<file path="src/rtl/fport_serializer.sv">
// Parallel-to-serial shifter, MSB first, DIV clocks per bit; optional even parity bit via FPORT_SERIALIZER_PARITY_EN.
// Latency: accepted start puts MSB on tx one clock later; done pulses one clock after the last bit period.
// Backpressure: none; start is ignored while busy, and start in the done cycle is accepted back-to-back.
module fport_serializer #(
  parameter int WIDTH = 4,
  parameter int DIV   = 4
) (
  input  logic             clk,
  input  logic             rst,
  input  logic [WIDTH-1:0] data,
  input  logic             start,
  output logic             tx,
  output logic             busy,
  output logic             done
);

  localparam int DW = (DIV > 1) ? $clog2(DIV) : 1;
  localparam int BW = (WIDTH > 1) ? $clog2(WIDTH) : 1;
  localparam logic [DW-1:0] DIV_LAST  = DW'(DIV - 1);
  localparam logic [BW-1:0] BIT_FIRST = BW'(WIDTH - 1);

`ifdef FPORT_SERIALIZER_PARITY_EN
  typedef enum logic [1:0] {IDLE, SHIFT, PARITY} state_t;
`else
  typedef enum logic [1:0] {IDLE, SHIFT} state_t;
`endif

  state_t           state, state_nx;
  logic [WIDTH-1:0] shreg, shreg_nx;
  logic [BW-1:0]    bitcnt, bitcnt_nx;
  logic [DW-1:0]    divcnt, divcnt_nx;
  logic             tx_nx, busy_nx, done_nx;
`ifdef FPORT_SERIALIZER_PARITY_EN
  logic             par, par_nx;
`endif

  always_ff @(posedge clk or posedge rst) begin
    if (rst) begin
      state  <= IDLE;
      shreg  <= '0;
      bitcnt <= '0;
      divcnt <= '0;
      tx     <= 1'b0;
      busy   <= 1'b0;
      done   <= 1'b0;
`ifdef FPORT_SERIALIZER_PARITY_EN
      par    <= 1'b0;
`endif
    end else begin
      state  <= state_nx;
      shreg  <= shreg_nx;
      bitcnt <= bitcnt_nx;
      divcnt <= divcnt_nx;
      tx     <= tx_nx;
      busy   <= busy_nx;
      done   <= done_nx;
`ifdef FPORT_SERIALIZER_PARITY_EN
      par    <= par_nx;
`endif
    end
  end

  always_comb begin
    state_nx  = state;
    shreg_nx  = shreg;
    bitcnt_nx = bitcnt;
    divcnt_nx = divcnt;
    done_nx   = 1'b0;
`ifdef FPORT_SERIALIZER_PARITY_EN
    par_nx    = par;
`endif
    case (state)
      IDLE: begin
        if (start) begin
          state_nx  = SHIFT;
          shreg_nx  = data;
          bitcnt_nx = BIT_FIRST;
          divcnt_nx = '0;
`ifdef FPORT_SERIALIZER_PARITY_EN
          par_nx    = ^data;
`endif
        end
      end
      SHIFT: begin
        if (divcnt == DIV_LAST) begin
          divcnt_nx = '0;
          if (bitcnt != '0) begin
            shreg_nx  = shreg << 1;
            bitcnt_nx = bitcnt - BW'(1);
          end else begin
`ifdef FPORT_SERIALIZER_PARITY_EN
            state_nx = PARITY;
`else
            state_nx = IDLE;
            done_nx  = 1'b1;
`endif
          end
        end else begin
          divcnt_nx = divcnt + DW'(1);
        end
      end
`ifdef FPORT_SERIALIZER_PARITY_EN
      PARITY: begin
        if (divcnt == DIV_LAST) begin
          divcnt_nx = '0;
          state_nx  = IDLE;
          done_nx   = 1'b1;
        end else begin
          divcnt_nx = divcnt + DW'(1);
        end
      end
`endif
      default: state_nx = IDLE;
    endcase
  end

  // Outputs are registered from the next-state view so tx/busy change on the same edge as the state.
  always_comb begin
    busy_nx = (state_nx != IDLE);
    tx_nx   = 1'b0;
    if (state_nx == SHIFT) tx_nx = shreg_nx[WIDTH-1];
`ifdef FPORT_SERIALIZER_PARITY_EN
    if (state_nx == PARITY) tx_nx = par_nx;
`endif
  end

endmodule
</file>
<file path="config.mk">
export PLATFORM = sky130hd
export DESIGN_NAME = fport_serializer
export DESIGN_NICKNAME = d
export VERILOG_FILES = /design/src/rtl/fport_serializer.sv
export SDC_FILE = /design/constraint.sdc
export NUM_CORES = 1
export LEC_CHECK = 0
export ABC_AREA = 1
export ABC_CLOCK_PERIOD_IN_PS = 1450
export CORE_AREA = 2 2 39 41
export DETAILED_ROUTE_END_ITERATION = 12
export DIE_AREA = 0 0 41 43
export DONT_BUFFER_PORTS = 1
export PLACE_DENSITY_LB_ADDON = 0.2
export SLEW_MARGIN = 25
export SYNTH_ARGS = -nofsm -noshare
export SYNTH_HDL_FRONTEND = slang
export SYNTH_SLANG_ARGS = --single-unit
</file>
<file path="constraint.sdc">
create_clock -name clk -period 1.45 [get_ports clk]
set_clock_uncertainty 0.05 [all_clocks]
set_input_delay 0.29 -clock clk [delete_from_list [all_inputs] [get_ports clk]]
set_output_delay 0.29 -clock clk [all_outputs]
set_load 0.01 [all_outputs]
</file>
==> run summary, run 1 <==
========================================================================================
Result of the run                                                              completed
Number of DRC markers after the initial detailed-route iteration                       9
Per-instance average area after synthesis                                     8.12 sq um
Global-route track usage on met3                                                   5.24%
Crit path time final                                                             1.24 ns
Crit-path cells                                                             ha_1, inv_1, nor2_1, nand2_2, nand2_2, nand2_1, o21ai_0
Count of final max-slew check failures                                                 0
Number of cells produced by synthesis                                                 75
CTS tree                                                                            done
Number of distinct library cells after synthesis                                      13
Number of inserted diodes                                                              0
Clock Tree Buf Depth                                                                   2
YS warnings                                                                            0
Cell at the slowest stage of the critical path                              sky130_fd_sc_hd__dfrtp_1
Clock-pin transition on the worst setup and hold timing paths                    0.07 ns
Area added between synthesis and finish                                            9.24%
Largest fanout on the critical path                                                    5
Worst vdd ir                                                                    0.512 mV
# port buffers                                                                         0
Register-to-Register Path Depth                                                        7
Antenna violations before repair                                                       0
Yosys top cell area share                                                          53.4%
Setup fix buffers added after clock tree synthesis                                     0
Sequential cell area fraction in the yosys report                                  53.4%
Endpoint class of the critical path                                            flip-flop
Startpoint type of the worst setup path                                        flip-flop
Standard-cell row count                                                               14
Core Region                                                                 0.00138 sq mm
Timing-limited maximum frequency                                                 807 MHz
Number of setup violations in the final report                                         0
Internal reg-to-reg setup slack                                                  0.21 ns
Die Footprint                                                               0.00176 sq mm
Sum Neg Setup Slack                                                                 0 ns
Wirelength, routed                                                                947 um
Number of register bits inferred by synthesis                                         13
Power per unit of standard cell area                                        1200 mW/mm^2
Capturing point of the worst reg2reg path                                   bitcnt[1]$_DFFE_PP0P_
Total number of vias                                                                 438
Detail-routed net length per standard cell                                       9.86 um
# Max-Cap Violations                                                                   0
Layout net count                                                                      90
Final Cell Area                                                                666 sq um
Critical Path Most Common Cell                                              sky130_fd_sc_hd__nand2_2
Delay of the slowest critical-path stage                                         0.41 ns
Dominant cells by area after synthesis                                      sky130_fd_sc_hd__dfrtp_1, sky130_fd_sc_hd__nor2_1, sky130_fd_sc_hd__nand2_1, sky130_fd_sc_hd__inv_1, sky130_fd_sc_hd__nand3_1
H-Tree Level Count                                                                     1
TritonCTS Buffers                                                                      3
Routability Congestion                                                             0.735
Overall die width                                                                  41 um
Global-route track usage on met2                                                   19.4%
Number of detailed-routing iterations run before antenna repair                        6
Die height                                                                         43 um
Synth Cell Area                                                                609 sq um
Number of top-level pins                                                              10
Hold_sp                                                                          data[0]
Vias in the first global route                                                       369
Critical Path RT                                                                 1.56 ns
Pin count of the biggest net entering global routing                                  14
Avg Vias per Cell                                                                   4.56
GRT Total Usage                                                                    14.3%
Detailed-placement wirelength estimate                                            756 um
Final global-route overflow total                                                      0
Kind of path behind the tightest hold check                                 primary input to flip-flop
Routed Antenna Nets                                                                    0
Final hold violation count                                                             0
Initial standard-cell utilization of the core                                      44.0%
Clock insertion delay at the later pin of the skew report                        0.27 ns
Synth Net Count                                                                       84
Signal arrival time at the worst endpoint                                        1.35 ns
Remaining design rule violation count                                                  0
TritonCTS sink count                                                                  13
R2R Path Start                                                              divcnt[0]$_DFFE_PP0P_
Hold Path Stages                                                                       2
Root buffer cell                                                            sky130_fd_sc_hd__clkbuf_4
Global-route wire length before repair                                           1590 um
Busiest grt layer                                                                   met2
Cell type contributing the most total cell area after synthesis             sky130_fd_sc_hd__dfrtp_1
Placed standard-cell area                                                      629 sq um
Portion of the clock cycle consumed by the worst path in the final layout          85.4%
Lkg Pwr                                                                         0.363 nW
Worst Hold Endpoint                                                         shreg[0]$_DFFE_PP0P_
Setup repair after global routing missed its margin                                false
Ratio of cells with drive above 1 in the final layout                              12.5%
Worst setup path class                                                      flip-flop to flip-flop
GR met1 Demand/Resource                                                            18.0%
========================================================================================
per-stage QoR:
| step | total power [mW] | hold WS (ns) | utilization (%) | setup slack (ns) | instances |
|---|---|---|---|---|---|
| 2_1_floorplan | 0.564 | 0.117 | - | 0.316 | 75 |
| 3_3_place_gp | 0.588 | 0.181 | 45.5 | 0.232 | 91 |
| 3_5_place_dp | 0.592 | 0.183 | 45.5 | 0.222 | 91 |
| 4_1_cts | 0.813 | 0.0845 | 48.1 | 0.201 | 96 |
| 5_1_grt | 0.860 | 0.0953 | 48.1 | 0.0966 | 96 |
| 6_report | 0.802 | 0.0918 | 48.1 | 0.211 | 96 |
cells by family after synthesis:
kind of cell	after synthesis	synth area share [%]
AND/OR/NAND/NOR	41	29.6
buffers and inverters	14	8.62
flip-flops	13	53.4
AO/OA/AOI/OAI	4	3.70
adder cells (fa/ha/maj)	2	4.11
other	1	0.615
what timing repair did:
action | in CTS | in global routing
endpoints found under the setup margin | 0 | 0
gates resized for setup | 0 | 0
hold buffers | 1 | 0
endpoints found under the hold margin | 13 | 0
registers in the layout (all words and copies together) (netlist names):
register / cells
shreg: 4
bitcnt: 2
divcnt: 2
busy: 1
tx: 1
done: 1
state: 2
final cells by class:
class                      instances  area [sq um]
fill                             146           718
sequential                        13           325
multi-input combinational         48           231
inverter                          14          52.6
clock buffer                       4          26.3
tap                               16          20.0
timing repair buffer               1          10.0
cells in the mapped netlist:
master                     n
sky130_fd_sc_hd__o31ai_1   1
sky130_fd_sc_hd__a21oi_1   1
sky130_fd_sc_hd__conb_1    1
sky130_fd_sc_hd__nor2_1   15
sky130_fd_sc_hd__nor2_4    1
sky130_fd_sc_hd__dfrtp_1  13
sky130_fd_sc_hd__o21ai_0   2
sky130_fd_sc_hd__nand2_1  14
sky130_fd_sc_hd__ha_1      2
sky130_fd_sc_hd__nand2_2   4
sky130_fd_sc_hd__inv_2     2
sky130_fd_sc_hd__inv_1    12
sky130_fd_sc_hd__nand3_1   7
cell usage in the layout (no fill, tap or decap):
master	n
sky130_fd_sc_hd__nor2_1	15
sky130_fd_sc_hd__nand2_1	14
sky130_fd_sc_hd__dfrtp_1	13
sky130_fd_sc_hd__inv_1	12
sky130_fd_sc_hd__nand3_1	7
sky130_fd_sc_hd__nand2_2	4
sky130_fd_sc_hd__clkbuf_4	3
sky130_fd_sc_hd__inv_2	2
sky130_fd_sc_hd__o21ai_0	2
sky130_fd_sc_hd__ha_1	2
sky130_fd_sc_hd__nor2_4	1
sky130_fd_sc_hd__a21oi_1	1
sky130_fd_sc_hd__o31ai_1	1
sky130_fd_sc_hd__clkbuf_1	1
sky130_fd_sc_hd__dlygate4sd3_1	1
sky130_fd_sc_hd__conb_1	1
critical path: cells and delay by family (launching register included):
kind                     cells  cell delay [ns]
adder cells (fa/ha/maj)      1             0.26
AND/OR/NAND/NOR              4             0.27
buffers and inverters        1             0.07
flip-flops                   1             0.41
AO/OA/AOI/OAI                1             0.07
worst max path at each step:
stage                                from                    end  slack (ns)  cells after the start
global route        divcnt[0]$_DFFE_PP0P_  bitcnt[1]$_DFFE_PP0P_         0.1                      7
CTS                 divcnt[0]$_DFFE_PP0P_  bitcnt[1]$_DFFE_PP0P_        0.20                      7
floorplan           divcnt[0]$_DFFE_PP0P_  bitcnt[0]$_DFFE_PP0P_        0.32                      7
finish              divcnt[0]$_DFFE_PP0P_  bitcnt[1]$_DFFE_PP0P_        0.21                      7
detailed placement  divcnt[0]$_DFFE_PP0P_  bitcnt[1]$_DFFE_PP0P_        0.22                      7
global placement    divcnt[0]$_DFFE_PP0P_  bitcnt[0]$_DFFE_PP0P_        0.23                      7
power by group:
group	internal, mW	switching, mW
registers	0.420	0.0351
logic	0.0501	0.0805
clock network	0.107	0.110
total	0.576	0.226
layer usage:
| metal | vias to the layer above | share of wire [%] |
|---|---|---|
| met5 | - | 0 |
| met1 | 187 | 49 |
| li1 | 239 | - |
| met4 | 0 | 3.3 |
| met3 | 4 | 3.6 |
| met2 | 8 | 44 |
Note: power is estimated with default switching activity, not from simulation.
==> run 2, diff against run 1 <==
- CORE_AREA: 2 2 39 41 -> not set
- CORE_MARGIN: not set -> 3
- CORE_UTILIZATION: not set -> 35
- DIE_AREA: 0 0 41 43 -> not set
==> run 2 against run 1 <==
Fmax fell by 5.5%. First-iteration DRC count increased by 11%. Non-clock buffer count stayed put. Core utilization fell by 5.9 points. Clock power about the same. Clock-buffer cell count unchanged. Sequential power is essentially flat. Register-to-register slack got worse by 0.07 ns. Die area up 29%. Global-route usage fell by 3.1 points. Worst setup slack worse by 0.072 ns. Combinational power is essentially flat. Largest power group unchanged. Highest routed layer is now met3.
==> run summary, run 2 (synthesis results as in run 1) <==
========================================================================================
Clock-pin transition on the worst setup and hold timing paths                    0.08 ns   about the same
GRT Total Usage                                                                    11.2%   -3.1 points
Pin count of the biggest net entering global routing                                  14   unchanged
# placed instances                                                                    91   unchanged
Crit path time final                                                             1.31 ns   +0.0723 ns
Post-cts resize count                                                                  0   unchanged
Global-route wire length before repair                                           1710 um   +7.8%
Kind of path behind the tightest hold check                                 primary input to flip-flop
CTS tree                                                                            done
Remaining design rule violation count                                                  0   unchanged
Result of the run                                                              completed
Worst vdd ir                                                                    0.533 mV   +4.0%
Ratio of cells with drive above 1 in the final layout                              12.5%   unchanged
Area of all sequential standard cells                                          325 sq um   unchanged
Clock insertion delay at the later pin of the skew report                        0.27 ns   about the same
Footprint of the multi-input gates                                             231 sq um   unchanged
Area added between synthesis and finish                                            9.24%   unchanged
Vias in the first global route                                                       428   +16%
Antenna violations before repair                                                       0   unchanged
Portion of the clock cycle consumed by the worst path in the final layout          90.4%   +5.0 points
Detailed-placement wirelength estimate                                            823 um   +8.9%
Wire length on met1                                                               515 um   +12%
Number of inserted diodes                                                              0   unchanged
Layout net count                                                                      90   unchanged
TritonCTS sink count                                                                  13   unchanged
Flip-flop count of the largest register, all copies and words added                    4   unchanged
Initial standard-cell utilization of the core                                      38.7%   -5.4 points
Most common cell after layout, fill and taps aside                          sky130_fd_sc_hd__nor2_1
Detail-routed net length per standard cell                                       11.3 um   +14%
Total number of vias                                                                 455   +3.9%
Metal3 WL                                                                          82 um   +140%
# port buffers                                                                         0   unchanged
Wirelength, routed                                                               1080 um   +14%
Worst Hold Endpoint                                                         shreg[0]$_DFFE_PP0P_
Startpoint type of the worst setup path                                        flip-flop
Internal reg-to-reg setup slack                                                  0.14 ns   -0.07 ns
Root buffer cell                                                            sky130_fd_sc_hd__clkbuf_4
Die height                                                                       47.7 um   +11%
Worst setup path class                                                      flip-flop to flip-flop
Register-to-Register Path Depth                                                        6   -1
Largest reg by FF count                                                            shreg
Overall die width                                                                47.7 um   +16%
Timing-limited maximum frequency                                                 763 MHz   -5.5%
H-Tree Level Count                                                                     1   unchanged
Count of final max-slew check failures                                                 0   unchanged
Largest fanout on the critical path                                                    5   unchanged
R2R Path Start                                                              divcnt[0]$_DFFE_PP0P_
Setup repair after global routing missed its margin                                false
Die Footprint                                                               0.00228 sq mm   +29%
Number of fillers in the final layout                                                170   +16%
Hold_sp                                                                          data[0]
Clock Tree Buf Depth                                                                   2   unchanged
TritonCTS Buffers                                                                      3   unchanged
Power per unit of standard cell area                                        1210 mW/mm^2   +0.72%
Critical Path RT                                                                 1.57 ns   about the same
Number of DRC markers after the initial detailed-route iteration                      10   +1
Signal arrival time at the worst endpoint                                        1.43 ns   +0.08 ns
Routability Congestion                                                             0.754   +2.6%
Lkg Pwr                                                                         0.363 nW   unchanged
Final hold violation count                                                             0   unchanged
Number of detailed-routing iterations run before antenna repair                        4   -2
Top library cells by usage in the layout, fill and taps aside               sky130_fd_sc_hd__nor2_1, sky130_fd_sc_hd__nand2_1, sky130_fd_sc_hd__dfrtp_1, sky130_fd_sc_hd__inv_1, sky130_fd_sc_hd__nand3_1
Capturing point of the worst reg2reg path                                   shreg[0]$_DFFE_PP0P_
# Max-Cap Violations                                                                   0   unchanged
Number of non-filler instances in the completed layout                                96   unchanged
Avg Vias per Cell                                                                   4.74   +3.9%
Sum Neg Setup Slack                                                                 0 ns   unchanged
Endpoint class of the critical path                                            flip-flop
Top layer in use                                                                    met3
Hold Path Stages                                                                       2   unchanged
Routed Antenna Nets                                                                    0   unchanged
Core Region                                                                 0.00158 sq mm   +14%
Setup fix buffers added after clock tree synthesis                                     0   unchanged
Number of setup violations in the final report                                         0   unchanged
Number of top-level pins                                                              10   unchanged
Final global-route overflow total                                                      0   unchanged
Routed length on met2                                                             483 um   +15%
Hold buffer count at CTS                                                               1   unchanged
Standard-cell row count                                                               14   unchanged
========================================================================================
run 2: cell counts in the layout (fill, tap and decap cells not counted):
Identical to the previous run, type by type.
run 2: metal layers:
| layer | vias to the layer above | GRT usage, % |
|---|---|---|
| met5 | - | 0 |
| met1 | 205 | 14.1 |
| met2 | 14 | 16.4 |
| met4 | 0 | 6.45 |
| met3 | 0 | 4.14 |
| li1 | 236 | - |
run 2: how the worst max path moves through the flow:
| stage | start | to | slack, ns |
|---|---|---|---|
| 2_1_floorplan | divcnt[0]$_DFFE_PP0P_ | bitcnt[0]$_DFFE_PP0P_ | 0.32 |
| 3_3_place_gp | bitcnt[0]$_DFFE_PP0P_ | tx$_DFF_PP0_ | 0.22 |
| 3_5_place_dp | divcnt[0]$_DFFE_PP0P_ | shreg[0]$_DFFE_PP0P_ | 0.16 |
| 4_1_cts | divcnt[0]$_DFFE_PP0P_ | shreg[0]$_DFFE_PP0P_ | 0.14 |
| 5_1_grt | divcnt[0]$_DFFE_PP0P_ | shreg[0]$_DFFE_PP0P_ | 0.04 |
| 6_report | divcnt[0]$_DFFE_PP0P_ | shreg[0]$_DFFE_PP0P_ | 0.14 |
run 2: metrics by stage:
step / hold WS, ns / power, mW / worst slack, ns / util [%] / cell area, sq um
floorplan: 0.117 / 0.564 / 0.316 / - / 609
global placement: 0.180 / 0.591 / 0.216 / 39.9 / 629
detailed placement: 0.196 / 0.595 / 0.164 / 39.9 / 629
CTS: 0.140 / 0.822 / 0.142 / 42.2 / 666
global route: 0.143 / 0.863 / 0.0350 / 42.2 / 666
finish: 0.151 / 0.808 / 0.139 / 42.2 / 666
run 2: final cells by class:
class / count / share of cell area [%]
Tap cell: 16 / 3.01
Timing Repair Buffer: 1 / 1.50
Sequential cell: 13 / 48.9
Multi-Input combinational cell: 48 / 34.8
Inverter: 14 / 7.89
Clock buffer: 4 / 3.95
run 2: power by group:
| group | internal (mW) | switching (mW) |
|---|---|---|
| clock | 0.106 | 0.113 |
| combinational | 0.0500 | 0.0845 |
| sequential | 0.420 | 0.0345 |
run 2: worst max-delay path: stages (launching register included):
cell                      delay [ns]
sky130_fd_sc_hd__dfrtp_1        0.40
sky130_fd_sc_hd__ha_1           0.26
sky130_fd_sc_hd__inv_1          0.07
sky130_fd_sc_hd__nor2_1         0.04
sky130_fd_sc_hd__nand2_2        0.10
sky130_fd_sc_hd__nand2_2        0.08
sky130_fd_sc_hd__o21ai_0        0.21
==> run 3, diff against run 2 <==
- CORE_ASPECT_RATIO: not set -> 0.8
==> run 3 against run 2 <==
Register-to-register slack gained 0.03 ns. Clock power is essentially flat. Worst hold slack got worse by 0.061 ns. Via count shrank 0.22%. Core utilization is 2.5 points higher.
==> run summary, run 3 (synthesis results as in run 1) <==
========================================================================================
TritonCTS sink count                                                                  13   unchanged
Signal arrival time at the worst endpoint                                        1.40 ns   -0.03 ns
Cell type group with the largest total delay on the critical path             flip-flops
Register-to-Register Path Depth                                                        7   +1
GRT Total Usage                                                                    10.6%   -0.56 points
Portion of the clock cycle consumed by the worst path in the final layout          88.3%   -2.1 points
Remaining design rule violation count                                                  0   unchanged
Number of inserted diodes                                                              0   unchanged
CTS tree                                                                            done
Clock Tree Buf Depth                                                                   2   unchanged
Pin count of the biggest net entering global routing                                  14   unchanged
Startpoint type of the worst setup path                                        flip-flop
Routed Antenna Nets                                                                    0   unchanged
Standard-cell row count                                                               12   -2
Initial standard-cell utilization of the core                                      40.6%   +1.9 points
Sum Neg Setup Slack                                                                 0 ns   unchanged
Number of top-level pins                                                              10   unchanged
Avg Vias per Cell                                                                   4.50   -5.2%
Top library cells by usage in the layout, fill and taps aside               sky130_fd_sc_hd__nor2_1, sky130_fd_sc_hd__nand2_1, sky130_fd_sc_hd__dfrtp_1, sky130_fd_sc_hd__inv_1, sky130_fd_sc_hd__nand3_1
Worst setup path class                                                      flip-flop to flip-flop
Levels on crit path                                                                    7   +1
Detailed-placement wirelength estimate                                            812 um   -1.4%
Critical Path Most Common Cell                                              sky130_fd_sc_hd__nor2_1
Number of detailed-routing iterations run before antenna repair                        4   unchanged
# Max-Cap Violations                                                                   0   unchanged
Crit-path cells                                                             ha_1, inv_1, nor2_1, nand2_2, nand2_2, nor2_1, nor2_1
Vias in the first global route                                                       384   -10%
Endpoint class of the critical path                                            flip-flop
Critical Path RT                                                                 1.57 ns   about the same
Number of DRC markers after the initial detailed-route iteration                      17   +7
Ratio of cells with drive above 1 in the final layout                              12.5%   unchanged
Final hold violation count                                                             0   unchanged
Post-cts resize count                                                                  0   unchanged
Core Region                                                                 0.00150 sq mm   -4.8%
Die height                                                                       43.3 um   -9.2%
Power per unit of standard cell area                                        1210 mW/mm^2   -0.50%
Most common cell after layout, fill and taps aside                          sky130_fd_sc_hd__nor2_1
Hold Path Stages                                                                       2   unchanged
# placed instances                                                                    96   +5.5%
Count of final max-slew check failures                                                 0   unchanged
Setup repair after global routing missed its margin                                false
Total number of vias                                                                 454   -0.22%
Kind of path behind the tightest hold check                                 primary input to flip-flop
Detail-routed net length per standard cell                                       10.6 um   -6.1%
Power Total                                                                     0.811 mW   +0.44%
Die Footprint                                                               0.00228 sq mm   +0.14%
Core occupancy in the finished layout                                              44.8%   +2.5 points
Buffer and inverter count on the worst path                                            1   unchanged
Worst vdd ir                                                                    0.644 mV   +21%
Hold buffer count at CTS                                                               1   unchanged
Result of the run                                                              completed
Wirelength, routed                                                               1070 um   -1.2%
H-Tree Level Count                                                                     1   unchanged
Crit path time final                                                             1.28 ns   -0.0312 ns
Antenna violations before repair                                                       0   unchanged
Delay of the slowest critical-path stage                                         0.40 ns   about the same
Cell at the slowest stage of the critical path                              sky130_fd_sc_hd__dfrtp_1
Largest reg by FF count                                                            shreg
# port buffers                                                                         0   unchanged
Number of setup violations in the final report                                         0   unchanged
Root buffer cell                                                            sky130_fd_sc_hd__clkbuf_4
Flip-flop count of the largest register, all copies and words added                    4   unchanged
TritonCTS Buffers                                                                      3   unchanged
Final global-route overflow total                                                      0   unchanged
Clock-pin transition on the worst setup and hold timing paths                    0.07 ns   about the same
Setup fix buffers added after clock tree synthesis                                     0   unchanged
Clock insertion delay at the later pin of the skew report                        0.28 ns   about the same
Number of non-filler instances in the completed layout                               101   +5.2%
Area added between synthesis and finish                                            10.3%
Largest fanout on the critical path                                                    5   unchanged
Global-route wire length before repair                                           1710 um   unchanged
Lkg Pwr                                                                         0.363 nW   unchanged
Layout net count                                                                      90   unchanged
Routability Congestion                                                             0.715   -5.2%
Overall die width                                                                52.7 um   +10%
Timing-limited maximum frequency                                                 781 MHz   +2.4%
========================================================================================
run 3: cell counts in the layout (fill, tap and decap cells not counted):
No cell type changed its count.
run 3: path summary, 6_finish.rpt:
| kind | start | slack (ns) | endpoint |
|---|---|---|---|
| setup reg to reg | divcnt[0]$_DFFE_PP0P_ | 0.17 | bitcnt[0]$_DFFE_PP0P_ |
| setup / recovery | divcnt[0]$_DFFE_PP0P_ | 0.17 | bitcnt[0]$_DFFE_PP0P_ |
| max in group asynchronous | rst | 0.60 | shreg[2]$_DFFE_PP0P_ |
| min in group asynchronous | rst | 0.42 | bitcnt[1]$_DFFE_PP0P_ |
| hold reg to reg | shreg[1]$_DFFE_PP0P_ | 0.44 | shreg[1]$_DFFE_PP0P_ |
| hold / removal | data[0] | 0.09 | shreg[0]$_DFFE_PP0P_ |
run 3: power breakdown:
| group | total, mW | switching (mW) | internal (mW) | leakage [nW] |
|---|---|---|---|---|
| registers | 0.455 | 0.0355 | 0.420 | 0.160 |
| logic | 0.137 | 0.0856 | 0.0512 | 0.187 |
| clock network | 0.219 | 0.113 | 0.107 | 0.0150 |
| total | 0.811 | 0.234 | 0.578 | 0.363 |
run 3: layout make-up:
class / instances / area, sq um
Tap cell: 21 / 26.3
Timing Repair Buffer: 1 / 10.0
Multi-Input combinational cell: 48 / 231
Sequential cell: 13 / 325
Fill cell: 153 / 830
Clock buffer: 4 / 26.3
Inverter: 14 / 52.6
run 3: metal layers:
metal	routed length, um	global-route usage (%)	vias up
li1	-	-	236
met1	545	15.1	202
met2	425	13.4	14
met3	86	6.32	2
met4	10	3.06	0
met5	0	0	-
run 3: stage by stage:
step	hold slack (ns)	instance area (sq um)	worst slack, ns
6_report	0.0903	672	0.170
3_3_place_gp	0.179	636	0.216
3_5_place_dp	0.186	636	0.196
4_1_cts	0.0840	672	0.172
2_1_floorplan	0.117	609	0.316
5_1_grt	0.105	672	0.0459
